### config.mk
export PLATFORM = sky130hd
export DESIGN_NAME = pixel_buf_arbiter
export DESIGN_NICKNAME = d
export VERILOG_FILES = /design/src/rtl/pixel_buf_arbiter.sv
export SDC_FILE = /design/constraint.sdc
export NUM_CORES = 1
export LEC_CHECK = 0
export CAP_MARGIN = 5
export CELL_PAD_IN_SITES_DETAIL_PLACEMENT = 1
export CELL_PAD_IN_SITES_GLOBAL_PLACEMENT = 2
export CORE_MARGIN = 8
export CORE_UTILIZATION = 35
export CTS_CLUSTER_DIAMETER = 50
export DETAILED_ROUTE_END_ITERATION = 8
export PLACE_DENSITY = 0.87
export SLEW_MARGIN = 20
export SYNTH_ARGS = -nofsm -noshare
export SYNTH_HDL_FRONTEND = slang
export SYNTH_SLANG_ARGS = --single-unit
### constraint.sdc
create_clock -name clk -period 3.32 [get_ports clk]
set_input_delay 0.332 -clock clk [delete_from_list [all_inputs] [get_ports clk]]
set_output_delay 0.332 -clock clk [all_outputs]
set_load 0.005 [all_outputs]
### src/rtl/pixel_buf_arbiter.sv
// pixel_buf_arbiter: buffers camera pixels through a small skid FIFO into a
// single-port frame memory, and shares that port with processor reads.
// Ports:
//   clk, reset (async, active-low)
//   vsync, pixelValid, pixelIn              camera side
//   rdReq, rdAddr, rdReady, rdValid, rdData processor read side
//   memBusy, memEn, memWe, memAddr, memDin, memDout   memory port
//   frameDone (pulse), overflow (sticky)    status
module pixel_buf_arbiter #(
    parameter int unsigned DATA_W    = 16,
    parameter int unsigned ADDR_W    = 17,
    parameter int unsigned H_RES     = 320,
    parameter int unsigned V_RES     = 240,
    parameter int unsigned FIFO_D    = 4,
    parameter int unsigned WR_THRESH = 2
) (
    input  logic              clk,
    input  logic              reset,
    input  logic              vsync,
    input  logic              pixelValid,
    input  logic [DATA_W-1:0] pixelIn,
    input  logic              rdReq,
    input  logic [ADDR_W-1:0] rdAddr,
    output logic              rdReady,
    output logic              rdValid,
    output logic [DATA_W-1:0] rdData,
    input  logic              memBusy,
    output logic              memEn,
    output logic              memWe,
    output logic [ADDR_W-1:0] memAddr,
    output logic [DATA_W-1:0] memDin,
    input  logic [DATA_W-1:0] memDout,
    output logic              frameDone,
    output logic              overflow
);

    localparam int unsigned PTR_W = (FIFO_D > 1) ? $clog2(FIFO_D) : 1;
    localparam int unsigned CNT_W = $clog2(FIFO_D + 1);
    localparam logic [ADDR_W-1:0] LAST_ADDR = ADDR_W'(H_RES * V_RES - 1);

    typedef enum logic [1:0] {WAIT, ACTIVE, DROP} state_t;

    state_t            state_q, state_d;
    logic              vsync_q;
    logic              vsync_rise;
    logic [DATA_W-1:0] fifo_mem [FIFO_D];
    logic [PTR_W-1:0]  rd_ptr, wr_ptr;
    logic [CNT_W-1:0]  occ;
    logic [ADDR_W-1:0] wr_addr;
    logic              rd_pend;
    logic              do_wr, do_rd, last_wr, push, push_ok, flush, full;

    function automatic logic [PTR_W-1:0] ptr_inc(input logic [PTR_W-1:0] p);
        return (p == PTR_W'(FIFO_D - 1)) ? '0 : p + PTR_W'(1);
    endfunction

    assign vsync_rise = vsync & ~vsync_q;
    assign full       = (occ == CNT_W'(FIFO_D));
    // A full FIFO still accepts a pixel when the head is popped in the same cycle.
    assign push_ok    = push & (~full | do_wr);

    // Arbitration, frame control and next-state logic.
    always_comb begin
        state_d = state_q;
        do_wr   = 1'b0;
        do_rd   = 1'b0;
        if (reset) begin
            // Writes are held off in the vsync cycle because the FIFO is being flushed.
            do_wr = ~memBusy & ~vsync_rise & (occ != '0) &
                    ((occ >= CNT_W'(WR_THRESH)) | ~rdReq);
            do_rd = ~memBusy & rdReq & ~do_wr;
        end
        last_wr = do_wr & (wr_addr == LAST_ADDR);
        push    = pixelValid & (state_q == ACTIVE) & ~vsync_rise & ~last_wr;
        flush   = vsync_rise | last_wr;
        case (state_q)
            WAIT:    if (vsync_rise) state_d = ACTIVE;
            ACTIVE:  if (vsync_rise) state_d = ACTIVE;
                     else if (last_wr) state_d = DROP;
            DROP:    if (vsync_rise) state_d = ACTIVE;
            default: state_d = WAIT;
        endcase
    end

    // Memory port is driven in the grant cycle; idle fields are forced to zero.
    always_comb begin
        memEn   = do_wr | do_rd;
        memWe   = do_wr;
        rdReady = do_rd;
        memAddr = '0;
        memDin  = '0;
        if (do_wr) begin
            memAddr = wr_addr;
            memDin  = fifo_mem[rd_ptr];
        end else if (do_rd) begin
            memAddr = rdAddr;
        end
    end

    // State, FIFO control, write counter and status registers.
    always_ff @(posedge clk or negedge reset) begin
        if (!reset) begin
            state_q   <= WAIT;
            vsync_q   <= 1'b0;
            rd_ptr    <= '0;
            wr_ptr    <= '0;
            occ       <= '0;
            wr_addr   <= '0;
            overflow  <= 1'b0;
            frameDone <= 1'b0;
            rd_pend   <= 1'b0;
            rdValid   <= 1'b0;
            rdData    <= '0;
        end else begin
            state_q   <= state_d;
            vsync_q   <= vsync;
            frameDone <= last_wr;
            rd_pend   <= do_rd;
            rdValid   <= rd_pend;
            if (rd_pend) rdData <= memDout;
            if (push & full & ~do_wr) overflow <= 1'b1;

            if (flush) begin
                rd_ptr <= '0;
                wr_ptr <= '0;
                occ    <= '0;
            end else begin
                if (push_ok) wr_ptr <= ptr_inc(wr_ptr);
                if (do_wr)   rd_ptr <= ptr_inc(rd_ptr);
                case ({push_ok, do_wr})
                    2'b10:   occ <= occ + CNT_W'(1);
                    2'b01:   occ <= occ - CNT_W'(1);
                    default: occ <= occ;
                endcase
            end

            if (vsync_rise)   wr_addr <= '0;
            else if (last_wr) wr_addr <= '0;
            else if (do_wr)   wr_addr <= wr_addr + ADDR_W'(1);
        end
    end

    // FIFO storage; contents are only read when occupancy is non-zero.
    always_ff @(posedge clk) begin
        if (push_ok && !flush) fifo_mem[wr_ptr] <= pixelIn;
    end

endmodule
# ---- Yosys cells after proc, flatten, opt, wreduce, memory -nomap -nowiden
# Memories as Yosys holds them, arrays and structs flattened.
# Index checks and enable logic that the tools add are counted.
dict set report totals {
  regBits 47
  mem_bits_rw 64
  input_bits 55
  out_inout_bits 55
  n_memories 1
}
dict set report classes {
  n_addsub 5
  n_lt_le_gt_ge 1
  n_eq_ne 10
  n_mux 22
  n_bitwise 25
  reduce_logical 10
}
# memory depth width read_ports rd_clocked_by_memory_dff wr line
set mem_list {}
lappend mem_list {fifo_mem 4 16 1 0 1 46} ;# logic [DATA_W-1:0] fifo_mem [FIFO_D];
# operator count
set ops {}
lappend ops {{2-to-1 mux 17 bit} 5}
lappend ops {{2-to-1 mux 2 bit} 9}
lappend ops {{adder 17 x 1 -> 17 bit, second input constant} 1}
lappend ops {{== test 17 bit, second input constant} 1}
lappend ops {{2-to-1 mux 16 bit} 1}
lappend ops {{AND 1 bit} 13}
lappend ops {{nonzero test 3 bit} 3}
lappend ops {{== test 2 bit, second input constant} 4}
lappend ops {{NOT 1 bit} 8}
lappend ops {{one-hot mux 3 bit (2 select lines)} 1}
lappend ops {{adder 2 x 1 -> 2 bit, second input constant} 2}
lappend ops {{== test 2 x 1 -> 1 bit, second input constant} 2}
lappend ops {{2-to-1 mux 1 bit} 4}
lappend ops {{bitwise OR 1 bit} 4}
lappend ops {{one-hot mux 2 bit (2 select lines)} 1}
lappend ops {{nonzero test 2 bit} 2}
lappend ops {{adder 3 x 1 -> 3 bit, second input constant} 1}
lappend ops {{== test 3 bit, second input constant} 1}
lappend ops {{>= comparator 3 x 2 -> 1 bit, second input constant} 1}
lappend ops {{2-to-1 mux 3 bit} 1}
lappend ops {{inequality test 3 bit, second input constant} 1}
lappend ops {{subtractor 3 x 1 -> 3 bit, second input constant} 1}
lappend ops {{logical NOT 2 bit} 1}
lappend ops {{inequality test 2 x 1 -> 1 bit, second input constant} 1}
lappend ops {{other kinds (4)} 4}

# ---- Longest topological paths before layout
# Gate-level depths: netlist (run 1).
dict set report depth {
  ltp_word 14
  mapped_depth 11
}

# ---- Worst setup path after synthesis (run 1)
# No wires, ideal clock.
dict set report synth_timing {
  path_kind {input to register}
  start {input memBusy}
  end {register occ[2]}
  setup_ps 122
  arrival_ps 2359
  required_ps 3198
  setup_slack_ps 839
  cell_stages 9
  n_path_buf 1
  cell_sequence {and2b_1 -> o211ai_2 -> inv_2 -> clkbuf_1 -> o21ai_0 -> fa_1 -> o41ai_2 -> xnor2_1 -> nor2_1}
}
dict set report synth_between {
  elab_chain_cells 12
  elab_cells_between_ends 16
  classes_between {eq/ne: 2; mux: 3; bitwise: 10; reduce/logical: 1}
}
# item line
set synth_rtl {}
lappend synth_rtl {{from (decl)} 27} ;# input logic memBusy,
lappend synth_rtl {{NOT 1 bit (*)} 69} ;# do_wr = ~memBusy & ~vsync_rise & (occ != '0) &
lappend synth_rtl {{AND 1 bit (*) (3 in a row)} 69}
lappend synth_rtl {{2-to-1 mux 1 bit (*)} 67} ;# if (reset) begin
lappend synth_rtl {{named net memWe} 29} ;# output logic memWe,
lappend synth_rtl {{AND 1 bit} 73} ;# last_wr = do_wr & (wr_addr == LAST_ADDR);
lappend synth_rtl {{NOT 1 bit} 74} ;# push = pixelValid & (state_q == ACTIVE) & ~vsync_rise & ~last_wr;
lappend synth_rtl {{AND 1 bit} 74}
lappend synth_rtl {{AND 1 bit} 60} ;# assign push_ok = push & (~full | do_wr);
lappend synth_rtl {{== test 2 x 1 -> 1 bit or == test 2 bit (tied branches)} 130} ;# case ({push_ok, do_wr})
lappend synth_rtl {{one-hot mux 3 bit (2 select lines)} 130}
lappend synth_rtl {{2-to-1 mux 3 bit} 123} ;# if (flush) begin
lappend synth_rtl {{to (signal assigned)} 131} ;# 2'b10: occ <= occ + CNT_W'(1);
lappend synth_rtl {{to (signal assigned)} 132} ;# 2'b01: occ <= occ - CNT_W'(1);
lappend synth_rtl {{to (decl)} 48} ;# logic [CNT_W-1:0] occ;
# The timed path passes the listed nets; every way through them passes the cells marked *.
# A chain may end at the register's enable or synchronous reset.

# ---- Final worst setup path (run 1)
dict set report layout_timing {
  start {input memBusy}
  end {output memAddr[8]}
}
dict set report layout_between {
  elab_chain_cells 9
  elab_cells_between_ends 11
  classes_between {mux: 4; bitwise: 7}
}
# item line
set layout_rtl {}
lappend layout_rtl {{NOT 1 bit (*)} {69, 71}}
lappend layout_rtl {{AND 1 bit (3 in a row)} 69}
lappend layout_rtl {{NOT 1 bit} 71} ;# do_rd = ~memBusy & rdReq & ~do_wr;
lappend layout_rtl {{AND 1 bit} 71}
lappend layout_rtl {{2-to-1 mux 1 bit} 67}
lappend layout_rtl {{2-to-1 mux 17 bit} 95} ;# end else if (do_rd) begin
lappend layout_rtl {{2-to-1 mux 17 bit (*)} 92} ;# if (do_wr) begin
lappend layout_rtl {{to (decl)} 30} ;# output logic [ADDR_W-1:0] memAddr,
# Every way passes the cells marked *; elsewhere a longest branch is shown, timed or not.

==> results of run 1 <==
worst max-delay path, cell delays in order:
cell and delay (ns):
clkdlybuf4s50_1 0.39, and2b_1 0.38, nand2_1 0.15, a21oi_2 0.13, buf_4 0.25, nand2_1 0.07, o21ai_0 0.08, clkdlybuf4s50_1 0.54
sequential cells by signal, summed over array words and instances, names as in the netlist:
signal     flops
state_q        2
wr_addr       17
rdValid        1
vsync_q        1
overflow       1
occ            3
rd_ptr         2
rdData        16
rd_pend        1
wr_ptr         2
fifo_mem      64
frameDone      1
power breakdown:
group          internal (mW)  switching (mW)  leakage [nW]
sequential              1.73           0.162          1.19
clock                  0.539           0.547         0.149
combinational          0.684           0.500          1.01
total                   2.95            1.21          2.34
cells in the final DEF (no fill, tap or decap), types with 2 or more instances in the layout:
cell and instances:
and2_1 5, nor2_1 26, inv_8 3, inv_6 2
buf_4 8, clkbuf_16 9, and3_1 2, xnor2_1 13
and2b_1 2, a211oi_1 3, edfxtp_1 64, inv_1 8
a21oi_1 7, a2111oi_2 3, nor3_1 2, nand3_1 6
clkdlybuf4s50_1 108, nand4_1 3, or3_1 3, o21ai_0 5
nand2_1 17, a2bb2oi_1 2, xor2_1 3, a2111oi_4 3
o211ai_2 2, or2_1 2, mux4_2 16, ha_1 6
mux2_2 16, a22o_1 13, dfrtp_1 47, nor2b_1 19
synthesized netlist by cell type (all sizes together) (8+ instances only):
| master | n |
|---|---|
| a22o | 13 |
| a21oi | 8 |
| buf | 9 |
| edfxtp | 64 |
| inv | 9 |
| nor2 | 26 |
| clkbuf | 8 |
| xnor2 | 13 |
| mux4 | 16 |
| dfrtp | 47 |
| nand2 | 17 |
| nor2b | 19 |
| mux2 | 17 |
cells by family (layout without fill, tap and decap cells):
family / after synthesis / count (layout) / synth area share
AO/OA/AOI/OAI: 49 / 49 / 0.0970
XOR/XNOR: 16 / 16 / 0.0281
adder cells (fa/ha/maj): 7 / 7 / 0.0190
buffers and inverters: 26 / 142 / 0.0236
flip-flops: 111 / 111 / 0.620
multiplexers: 33 / 33 / 0.111
AND/OR/NAND/NOR: 96 / 96 / 0.101
worst paths after layout:
| check | start | end | slack (ns) | depth (start not counted) |
|---|---|---|---|---|
| max | memBusy | memAddr[8] | 0.65 | 8 |
| min | reset | wr_addr[6]$_DFFE_PN0P_ | 0.11 | 2 |
| max reg2reg | wr_addr[5]$_DFFE_PN0P_ | occ[2]$_DFFE_PN0P_ | 0.67 | 8 |
| min reg2reg | overflow$_DFFE_PN0P_ | overflow$_DFFE_PN0P_ | 0.50 | 1 |
| max in group asynchronous | reset | wr_addr[11]$_DFFE_PN0P_ | 2.78 | 2 |
| min in group clk | vsync | vsync_q$_DFF_PN0_ | 0.47 | 1 |
metrics by stage:
stage | worst slack, ns | hold WS, ns | area, um2 | instances | util
2_1_floorplan | 0.839 | 0.0364 | 4990 | 338 | -
3_3_place_gp | 0.482 | 0.468 | 6280 | 618 | 0.451
3_5_place_dp | 0.333 | 0.493 | 6280 | 618 | 0.451
4_1_cts | 0.603 | 0.133 | 6580 | 634 | 0.472
5_1_grt | 0.467 | 0.174 | 6580 | 634 | 0.472
6_report | 0.650 | 0.114 | 6580 | 634 | 0.472
metal layers:
layer	GRT usage	up-vias	part of all wire
met3	0.0397	14	0.066
li1	-	1484	-
met1	0.178	1622	0.44
met5	0	-	0
met4	0.0518	0	0.015
met2	0.228	89	0.48
cell type report:
type,instances,area (um2),area share
Clock buffer,9,225,0.0342
Clock inverter,7,76.3,0.0116
Inverter,9,33.8,0.00513
Multi-Input combinational cell,201,1780,0.270
Sequential cell,111,3100,0.471
Tap cell,180,225,0.0342
Timing Repair Buffer,117,1150,0.174
==> flow_summary.json, run 1 <==
{
  "cts.clk_slew.worst_paths_ns": 0.08,
  "via_per_inst": 5.06,
  "clk_latency_ns": 0.36,
  "rows": 43,
  "fin_crit_ns": 2.67,
  "start_util": 0.358,
  "ys_ff_latch": 111,
  "drtAntennaViolNets": 0,
  "synthFlopType": "edfxtp_1",
  "slew_headroom": 0.410,
  "drt-total-wl_um": 12700,
  "peakVddDrop_uv": 303,
  "rsz0062_at_grt": "false",
  "synth_cell_types": 54,
  "clock.fmax_mhz": 375,
  "post-cts-setup-buffers": 0,
  "fin_crit_sh": 0.804,
  "worstSetupEndpointType": "primary output",
  "grt_start_max_net_pins": 48,
  "holdBufCountCts": 0,
  "n_antenna_cell": 0,
  "tns_ns": 0,
  "vias": 3209,
  "postSynthCellCount": 338,
  "start_kind": "input port",
  "worst_ep_required_time_ns": 2.99,
  "worst_slew_pin_slew_ns": 0.885,
  "cts_made_buffers": 9,
  "nNetsFinal": 511,
  "fill_cells": 1403,
  "cts_sinks": 111,
  "synth-async-reset-ratio": 0.423,
  "place_congestion": 0.748,
  "synth_top_area_share": 0.385,
  "die_height_um": 135,
  "drive_gt1_frac": 0.167,
  "overflow": 0,
  "critPathKind": "input port to primary output",
  "power_leakage_nw": 2.34,
  "finalClockSkew_ns": 0.0117,
  "io-pin-count": 110,
  "outcome": "complete, no violations",
  "track_usage": 0.141,
  "die_w_um": 135,
  "synth_edf_count": 64,
  "power_density_nw_per_um2": 632,
  "htreeDepth": 3,
  "synthesis.area_um2": 4990,
  "antenna_found_initial": 0,
  "drt-pass1-iter-count": 4,
  "dpl.hpwl_um": 9080,
  "setup_viol": 0,
  "finalPower_mw": 4.16,
  "cp_max_fo": 19,
  "cap_violations": 0,
  "die_area_um2": 18300,
  "portBuffers": 109,
  "cts.path.max_buffers": 2,
  "hold_class": "input port to asynchronous set/reset pin",
  "grt_first_pass_wirelength_um": 20200,
  "drt_first_iter_violations": 164,
  "ys_seq_area_frac": 0.620,
  "synth_fp_nets": 400,
  "avgSynthCellArea_um2": 14.8,
  "wire_per_inst_um": 20.0,
  "hold_viol_final": 0,
  "drcViolationCount": 0,
  "synth_area_leaders": "edfxtp_1 (38%), dfrtp_1 (24%), mux4_2 (7.2%), mux2_2 (3.6%), nor2b_1 (2.4%)",
  "yosys_warnings": 0,
  "grt_pass1_vias": 3574,
  "core-area_um2": 13900,
  "crit_arrival_ns": 2.34,
  "cts_tree": "built",
  "cts-root-buf": "clkbuf_16",
  "area_delta_synth_final_pct": 31.8,
  "cts_resized": 0,
  "slew_violations": 0,
  "synth.largest_area_cell": "edfxtp_1"
}
(Power assumes the default switching activity.)
==> inputs of run 2 (changes only) <==
--- a/config.mk
+++ b/config.mk
@@ -9,10 +9,10 @@
 export CELL_PAD_IN_SITES_DETAIL_PLACEMENT = 1
 export CELL_PAD_IN_SITES_GLOBAL_PLACEMENT = 2
 export CORE_MARGIN = 8
-export CORE_UTILIZATION = 35
+export CORE_UTILIZATION = 31
 export CTS_CLUSTER_DIAMETER = 50
 export DETAILED_ROUTE_END_ITERATION = 8
-export PLACE_DENSITY = 0.87
+export PLACE_DENSITY = 0.82
 export SLEW_MARGIN = 20
 export SYNTH_ARGS = -nofsm -noshare
 export SYNTH_HDL_FRONTEND = slang
==> constraint.sdc (replaced) <==
create_clock -name clk -period 2.35 [get_ports clk]
set_input_delay 0.235 -clock clk [delete_from_list [all_inputs] [get_ports clk]]
set_output_delay 0.235 -clock clk [all_outputs]
set_load 0.005 [all_outputs]
==> flow_summary.json, run 2 (synthesized netlist as in run 1, its figures left out) <==
{
  "overflow": 0,
  "fill_cells": 1589,
  "reg.largest.list": "fifo_mem x64, wr_addr x17, rdData x16",
  "clk_latency_ns": 0.36,
  "cts_sinks": 111,
  "clock.fmax_mhz": 441,
  "rows": 46,
  "drtAntennaViolNets": 0,
  "peakVddDrop_uv": 740,
  "tns_ns": 0,
  "hold_class": "input port to asynchronous set/reset pin",
  "cts_tree": "built",
  "drt_first_iter_violations": 168,
  "outcome": "complete, no violations",
  "finalInstanceArea_um2": 7200,
  "power_density_nw_per_um2": 871,
  "nNetsFinal": 559,
  "grt_start_max_net_pins": 48,
  "antenna_found_initial": 0,
  "die_area_um2": 20400,
  "placed_area_um2": 6700,
  "die_w_um": 143,
  "critPathKind": "flop to primary output",
  "regMostFlops": "fifo_mem",
  "finalClockSkew_ns": 0.00867,
  "rsz0062_at_grt": "true",
  "slew_headroom": 0.530,
  "start_kind": "flop",
  "cts-root-buf": "clkbuf_16",
  "slew_violations": 0,
  "grt_pass1_vias": 3784,
  "n_antenna_cell": 0,
  "cp.depth": 6,
  "start_util": 0.315,
  "crit_chain": "or2_4, o211ai_4, inv_2, buf_12, a22o_1, dlygate4sd2_1",
  "cts.path.max_buffers": 2,
  "cp_top_family": "buffers and inverters",
  "cp_num_buf_inv": 3,
  "power_leakage_nw": 2.90,
  "cap_violations": 0,
  "drcViolationCount": 0,
  "setup_viol": 0,
  "hold_viol_final": 0,
  "reg2regPathDepth": 9,
  "drive_gt1_frac": 0.263,
  "cpPeakStageDelay_ns": 0.41,
  "track_usage": 0.140,
  "layout_commonest_cell": "clkdlybuf4s50_1",
  "worstSetupEndpointType": "primary output",
  "worst_slew_pin_slew_ns": 0.704,
  "htreeDepth": 3,
  "cp_max_fo": 14,
  "worst_ep_required_time_ns": 2.12,
  "wire_per_inst_um": 19.2,
  "cts.clk_slew.worst_paths_ns": 0.08,
  "holdBufCountCts": 0,
  "final_cell_mix": "clkdlybuf4s50_1 (74), edfxtp_1 (64), dfrtp_1 (47)",
  "drt-pass1-iter-count": 4,
  "io-pin-count": 110,
  "fin_crit_sh": 0.966,
  "largest_reg_flops": 64,
  "dpl.hpwl_um": 9850,
  "drt-total-wl_um": 13800,
  "cts_made_buffers": 9,
  "fin_crit_ns": 2.27,
  "vias": 3382,
  "die_height_um": 143,
  "area_delta_synth_final_pct": 44.1,
  "core-area_um2": 15800,
  "slowest_stage": "dfrtp_1",
  "portBuffers": 109,
  "grt_first_pass_wirelength_um": 21800,
  "place_congestion": 0.765,
  "holdWs_ns": 0.00381,
  "via_per_inst": 4.71,
  "crit_arrival_ns": 2.03
}
==> run 2: path summary, 6_finish.rpt <==
kind | start | to | slack, ns
max in group asynchronous | reset | rdData[6]$_DFFE_PN0P_ | 1.90
min | reset | wr_addr[6]$_DFFE_PN0P_ | 0.004
max | occ[1]$_DFFE_PN0P_ | memAddr[11] | 0.08
max reg2reg | wr_addr[10]$_DFFE_PN0P_ | occ[2]$_DFFE_PN0P_ | 0.11
min in group clk | vsync | vsync_q$_DFF_PN0_ | 0.42
min reg2reg | state_q[1]$_DFFE_PN0P_ | state_q[0]$_DFFE_PN0P_ | 0.50
==> run 2: per-stage QoR <==
stage	setup WS, ns	util	power, mW	cells
2_1_floorplan	0.0404	-	3.55	338
3_3_place_gp	-0.0898	0.424	4.51	689
3_5_place_dp	-0.178	0.424	4.60	689
4_1_cts	0.00623	0.453	6.39	718
5_1_grt	-0.0196	0.455	6.61	718
6_report	0.0806	0.455	6.27	718
==> run 2: where the power goes <==
| part | switching, mW | internal, mW | leakage, nW |
|---|---|---|---|
| clock | 0.758 | 0.852 | 0.155 |
| combinational | 0.838 | 1.22 | 1.56 |
| sequential | 0.173 | 2.44 | 1.19 |
==> run 2: metal layers <==
layer / GRT usage / share of wire
met1: 0.165 / 0.42
met2: 0.237 / 0.50
met3: 0.0511 / 0.069
met4: 0.0341 / 0.0076
met5: 0 / 0
==> run 2: cell type report <==
cell class | count | area (um2) | area share
Timing Repair Buffer | 165 | 1640 | 0.228
Inverter | 9 | 33.8 | 0.00469
Clock inverter | 7 | 88.8 | 0.0123
Multi-Input combinational cell | 201 | 1840 | 0.255
Sequential cell | 111 | 3100 | 0.430
Clock buffer | 9 | 225 | 0.0313
Tap cell | 216 | 270 | 0.0376
==> run 2: repair_timing <==
item,CTS,global route
hold endpoints to repair,0,0
buffers inserted,12,0
pin swaps,2,4
cloned,1,0
gates resized for setup,39,9
setup endpoints to repair,36,8
